--- src/rtl/board_pkg.sv ---
// Shared battleship board constants, result/state encodings and the win test
// used by the defender-side logic.
package board_pkg;

    localparam int ROWS      = 7;
    localparam int COLS      = 5;
    localparam int MAX_SHOTS = 20;

    typedef enum logic [1:0] {
        RES_NONE   = 2'b00,
        RES_MISS   = 2'b01,
        RES_HIT    = 2'b10,
        RES_REJECT = 2'b11
    } result_e;

    typedef enum logic [1:0] {
        ST_IDLE   = 2'b00,
        ST_CHECK  = 2'b01,
        ST_UPDATE = 2'b10,
        ST_OVER   = 2'b11
    } state_e;

    // Index [c] selects column c+1, bit [r] selects row r.
    typedef logic [COLS-1:0][ROWS-1:0] board_t;

    // True when every ship cell has been hit and at least one ship cell exists.
    function automatic logic fleet_sunk(input board_t hit_map, input board_t ships);
        return ((hit_map & ships) == ships) && (ships != '0);
    endfunction

endpackage

--- src/rtl/rising_edge_detector.sv ---
// Single-cycle pulse on a rising edge of a synchronous level input.
// Reset primes the history high, so a level held across reset never fires.
module rising_edge_detector (
    input  logic clk,
    input  logic reset,
    input  logic in,
    output logic pulse
);

    logic prev_q;
    logic prev_d;

    always_comb begin
        prev_d = in;
    end

    always_ff @(posedge clk or posedge reset) begin
        if (reset) begin
            prev_q <= 1'b1;
        end else begin
            prev_q <= prev_d;
        end
    end

    assign pulse = in & ~prev_q;

endmodule

--- src/rtl/attack_resolver.sv ---
// Defender-side shot resolver: latches a shot on a button edge, classifies it
// against the placed-ship board and accumulates hit/miss maps and game status.
module attack_resolver
    import board_pkg::*;
(
    input  logic       clk,
    input  logic       reset,
    input  logic       attack_button,
    input  logic [2:0] rows_attack,
    input  logic [2:0] columns_attack,
    input  logic [6:0] col1,
    input  logic [6:0] col2,
    input  logic [6:0] col3,
    input  logic [6:0] col4,
    input  logic [6:0] col5,
    output logic [6:0] colHit1,
    output logic [6:0] colHit2,
    output logic [6:0] colHit3,
    output logic [6:0] colHit4,
    output logic [6:0] colHit5,
    output logic [6:0] colMiss1,
    output logic [6:0] colMiss2,
    output logic [6:0] colMiss3,
    output logic [6:0] colMiss4,
    output logic [6:0] colMiss5,
    output logic [1:0] result,
    output logic       result_valid,
    output logic [4:0] shots_count,
    output logic [5:0] hits_count,
    output logic       game_won,
    output logic       game_lost
);

    localparam logic [2:0] ROW_LIM  = 3'(ROWS);
    localparam logic [2:0] COL_LIM  = 3'(COLS);
    localparam logic [4:0] SHOT_LIM = 5'(MAX_SHOTS);

    board_t  board;
    logic    press;

    state_e  state_q, state_d;
    logic [2:0] row_q, row_d;
    logic [2:0] col_q, col_d;
    result_e class_q, class_d;
    result_e result_q, result_d;
    logic    result_valid_q, result_valid_d;
    board_t  hit_q, hit_d;
    board_t  miss_q, miss_d;
    logic [4:0] shots_q, shots_d;
    logic [5:0] hits_q, hits_d;
    logic    won_q, won_d;
    logic    lost_q, lost_d;

    logic    cell_valid;
    logic    cell_used;
    logic    cell_ship;
    logic    won_now;

    assign board = {col5, col4, col3, col2, col1};

    rising_edge_detector u_btn_edge (
        .clk   (clk),
        .reset (reset),
        .in    (attack_button),
        .pulse (press)
    );

    // Cell lookups only happen once the coordinates are known to be in range.
    always_comb begin
        cell_valid = (row_q < ROW_LIM) && (col_q < COL_LIM);
        cell_used  = 1'b0;
        cell_ship  = 1'b0;
        if (cell_valid) begin
            cell_used = hit_q[col_q][row_q] | miss_q[col_q][row_q];
            cell_ship = board[col_q][row_q];
        end
    end

    always_comb begin
        state_d        = state_q;
        row_d          = row_q;
        col_d          = col_q;
        class_d        = class_q;
        result_d       = result_q;
        result_valid_d = 1'b0;
        hit_d          = hit_q;
        miss_d         = miss_q;
        shots_d        = shots_q;
        hits_d         = hits_q;
        won_d          = won_q;
        lost_d         = lost_q;
        won_now        = 1'b0;

        case (state_q)
            ST_IDLE: begin
                if (press) begin
                    row_d   = rows_attack;
                    col_d   = columns_attack;
                    state_d = ST_CHECK;
                end
            end
            ST_CHECK: begin
                if (!cell_valid || cell_used) begin
                    class_d = RES_REJECT;
                end else if (cell_ship) begin
                    class_d = RES_HIT;
                end else begin
                    class_d = RES_MISS;
                end
                state_d = ST_UPDATE;
            end
            ST_UPDATE: begin
                result_d       = class_q;
                result_valid_d = 1'b1;
                if (class_q == RES_HIT || class_q == RES_MISS) begin
                    if (class_q == RES_HIT) begin
                        hit_d[col_q][row_q] = 1'b1;
                        hits_d              = hits_q + 6'd1;
                    end else begin
                        miss_d[col_q][row_q] = 1'b1;
                    end
                    shots_d = (shots_q < SHOT_LIM) ? shots_q + 5'd1 : shots_q;
                end
                // A winning final shot is a win, never a loss.
                won_now = fleet_sunk(hit_d, board);
                won_d   = won_q | won_now;
                lost_d  = lost_q | ((shots_d == SHOT_LIM) && !won_d);
                state_d = (won_d || lost_d) ? ST_OVER : ST_IDLE;
            end
            default: begin
                state_d = ST_OVER;
            end
        endcase
    end

    always_ff @(posedge clk or posedge reset) begin
        if (reset) begin
            state_q        <= ST_IDLE;
            row_q          <= '0;
            col_q          <= '0;
            class_q        <= RES_NONE;
            result_q       <= RES_NONE;
            result_valid_q <= 1'b0;
            hit_q          <= '0;
            miss_q         <= '0;
            shots_q        <= '0;
            hits_q         <= '0;
            won_q          <= 1'b0;
            lost_q         <= 1'b0;
        end else begin
            state_q        <= state_d;
            row_q          <= row_d;
            col_q          <= col_d;
            class_q        <= class_d;
            result_q       <= result_d;
            result_valid_q <= result_valid_d;
            hit_q          <= hit_d;
            miss_q         <= miss_d;
            shots_q        <= shots_d;
            hits_q         <= hits_d;
            won_q          <= won_d;
            lost_q         <= lost_d;
        end
    end

    assign colHit1  = hit_q[0];
    assign colHit2  = hit_q[1];
    assign colHit3  = hit_q[2];
    assign colHit4  = hit_q[3];
    assign colHit5  = hit_q[4];
    assign colMiss1 = miss_q[0];
    assign colMiss2 = miss_q[1];
    assign colMiss3 = miss_q[2];
    assign colMiss4 = miss_q[3];
    assign colMiss5 = miss_q[4];

    assign result       = result_q;
    assign result_valid = result_valid_q;
    assign shots_count  = shots_q;
    assign hits_count   = hits_q;
    assign game_won     = won_q;
    assign game_lost    = lost_q;

endmodule
--- config.mk ---
export PLATFORM = sky130hd
export DESIGN_NAME = attack_resolver
export DESIGN_NICKNAME = d
export VERILOG_FILES = /design/src/rtl/board_pkg.sv /design/src/rtl/rising_edge_detector.sv /design/src/rtl/attack_resolver.sv
export SDC_FILE = /design/constraint.sdc
export NUM_CORES = 1
export LEC_CHECK = 0
export BUFFER_PORTS_ARGS = -buffer_cell sky130_fd_sc_hd__buf_2
export CAP_MARGIN = 40
export CORE_AREA = 2 2 125 127
export CTS_BUF_LIST = sky130_fd_sc_hd__clkbuf_2
export DETAILED_ROUTE_END_ITERATION = 10
export DIE_AREA = 0 0 127 129
export SLEW_MARGIN = 5
export SYNTH_ARGS = -nofsm -noshare
export SYNTH_HDL_FRONTEND = slang
export SYNTH_SLANG_ARGS = --single-unit
--- constraint.sdc ---
create_clock -name clk -period 2.72 [get_ports clk]
set_input_delay 0.272 -clock clk [delete_from_list [all_inputs] [get_ports clk]]
set_output_delay 0.272 -clock clk [all_outputs]
set_load 0.01 [all_outputs]
==> reports/summary.txt <==
Status -> complete, no violations
Maxcap violations -> 0
Setup total negative slack -> 0 ns
Detailed-route vias per instance -> 5.69
Tcrit/Tclk final -> 96.6%
Placed cell areas -> 0.00642 mm^2
CP Data Arrival Time -> 3.21 ns
GPL Wtd Cong -> 1.00
Total gr overflow -> 0
Root Driver -> clkbuf_2
Final Hold Viols -> 0
Die area -> 0.0164 mm^2
Async SR Flop Fraction -> 100%
Pre-antenna DRT Iters -> 5
Commonest cells post-synth -> dfrtp_1 (96), nand2_1 (43), o21ai_0 (38)
Layout cell share with drive strength beyond 1 -> 34.2%
Width of the die -> 127 um
Top-count cell post-synth -> dfrtp_1
Core ar. -> 0.0150 mm^2
GRT Resource Usage Total -> 26.4%
Synth-to-layout area growth -> 29.4%
Total power -> 0.00329 W
Crit path max fanout -> 10
First-pass GRT wire length -> 32,100 um
Final min period -> 2.63 ns
Peak supply drop -> 172 uV
Inst Count DP -> 877
Slew HR -> 64.6%
Pin count of the biggest net entering global routing -> 58
Std-Cell Rows -> 45
CTS tree -> built
Initial drt markers -> 409
Leak pwr -> 3.56 nW
Fillers -> 1,534
Routed WL -> 21,300 um
Critical Path RT -> 3.30 ns
Worst-path clk slew -> 0.27 ns
Netlist cell types -> 68
Max Slew Vio Count -> 0
Total number of vias -> 5,187
Synth area leaders -> dfrtp_1 (46%), o21bai_1 (4.6%), a21o_1 (4.5%)
Antenna Nets Post-Route -> 0
DRC Markers -> 0
Design area -> 0.00671 mm^2
Crit Path Class -> register to register
Initial antenna violation count -> 1
Yosys top cell area share -> 46.4%
Post-Syn Area per Cell -> 9.89 um^2
H-tree levels -> 3
Sink Count -> 97
Post-synth EDFFs -> 0
Routed len/inst -> 23.3 um
I/O Buffers -> 129
Worst-Skew Late Latency -> 0.65 ns
Hpwl dp -> 17,100 um
Nets -> 764
Worst slew pin tran -> 0.529 ns
# setup viols final -> 0
Post-Syn Instances -> 524
Cell Area, Synth -> 0.00518 mm^2
Post-Syn Nets -> 571
Die Height -> 129 um
Layout Cells excl Fill -> 911
Clock Tree Buf Depth -> 2
Yosys warns -> 0
Hold Slack -> 0.233 ns
Share of the yosys chip area belonging to registers -> 46.9%
Cell Pwr Density -> 490 mW/mm^2
Worst Hold Class -> input port to register
Synthesized flop and latch total -> 97
Max Fclk -> 380 MHz
Clock buffer count from CTS -> 9
Initial core utilization -> 34.6%
Ys flop type -> dfrtp_1
Startpoint types -> register
Critical path endpoint category -> register
Post-synth top area cell -> dfrtp_1
RSZ-0062 raised after global routing -> yes
Worst clock skew -> 0.0361 ns
IO Pins -> 130
Number of global-route vias before repair -> 5,105
==> report_power, final <==
part           internal, W  switching [W]
clock network     0.000133       0.000537
registers          0.00150      0.0000653
logic             0.000429       0.000626
==> logic make-up (layout without fill, tap and decap cells) <==
logic type,Yosys count,after routing,synth area share [%]
other,0,1,0
XOR/XNOR,8,8,1.35
AO/OA/AOI/OAI,181,181,24.1
buffers and inverters,42,240,3.98
adder cells (fa/ha/maj),3,3,0.725
multiplexers,11,11,2.92
flip-flops,97,97,46.9
AND/OR/NAND/NOR,182,182,20.1
==> layer usage <==
layer  share of wire [%]  vias to the layer above  global-route usage (%)
met1                  43                     2562                    36.5
met3                 7.8                       34                    4.86
met4                 2.8                        0                    10.0
met2                  46                      257                    41.4
li1                    -                     2334                       -
met5                   0                        -                       0
==> path summary, 6_finish.rpt <==
kind	from	to	slack (ns)	cells after the start
min	attack_button	u_btn_edge.prev_q$_DFF_PP1_	0.23	2
min in group asynchronous	reset	shots_count[4]$_DFFE_PP0P_	0.58	4
max reg2reg	row_q[2]$_DFFE_PP0P_	game_lost$_DFFE_PP0P_	0.09	11
max	row_q[2]$_DFFE_PP0P_	game_lost$_DFFE_PP0P_	0.09	11
min reg2reg	hits_count[5]$_DFFE_PP0P_	hits_count[5]$_DFFE_PP0P_	0.49	1
max in group asynchronous	reset	colMiss1[0]$_DFFE_PP0P_	1.41	5
==> metrics by stage <==
step | utilization (%) | worst slack [ns]
final | 44.8 | 0.0919
after floorplan | - | 0.366
after global placement | 42.9 | -0.136
after CTS | 44.3 | 0.0227
after global routing | 44.8 | -0.0191
after detailed placement | 42.9 | -0.102
==> flip-flops by register name, summed over array words and instances (netlist names), 2 cells and up <==
name,count
colMiss4,7
shots_count,5
colMiss3,7
result,2
colMiss5,7
state_q,2
colMiss2,7
col_q,3
colHit4,7
hits_count,6
colHit5,7
colMiss1,7
class_q,2
row_q,3
colHit2,7
colHit1,7
colHit3,7
==> area by class of cell <==
class	instances	area, um^2	share of cell area, %
inverters	18	71.3	1.06
repair buffers	206	1280	19.1
clock inverters	6	56.3	0.840
well taps	188	235	3.51
clock buffers	10	50.0	0.746
diodes	1	2.50	0.0373
flip-flops and latches	97	2430	36.3
multi-input cells	385	2570	38.4
==> cell usage in the layout, fill, tap and decap left out, types with 5 or more instances in the layout <==
| cell | instances |
|---|---|
| clkbuf_2 | 10 |
| nor2b_1 | 11 |
| xnor2_1 | 7 |
| nor4_1 | 12 |
| dfrtp_1 | 92 |
| o21ai_0 | 37 |
| nor2_1 | 27 |
| a21oi_1 | 24 |
| mux2i_1 | 5 |
| nor3_1 | 9 |
| nand2_1 | 43 |
| nand2b_1 | 23 |
| buf_2 | 129 |
| nand4_1 | 19 |
| o21bai_1 | 32 |
| nand3_1 | 8 |
| inv_1 | 16 |
| a21o_1 | 31 |
| dlygate4sd3_1 | 9 |
| buf_4 | 65 |
| a31oi_1 | 11 |
==> worst max-delay path, cell delays in order (launching register included) <==
cell,delay [ns]
dfrtp_2,0.57
buf_4,0.18
inv_1,0.16
nand2_1,0.18
nor3_1,0.30
buf_4,0.20
a311oi_1,0.10
a311oi_1,0.29
buf_4,0.17
nand4_1,0.08
buf_4,0.17
a31o_1,0.17
==> timing repair <==
item / in CTS / in global routing
gates resized for setup: 3 / 6
endpoints found under the setup margin: 4 / 4
hold buffers: 9 / 0
hold endpoints to repair: 103 / 0
buffers inserted: 1 / 7
pin swaps: 1 / 1
Note: power is estimated with default switching activity, not from simulation.
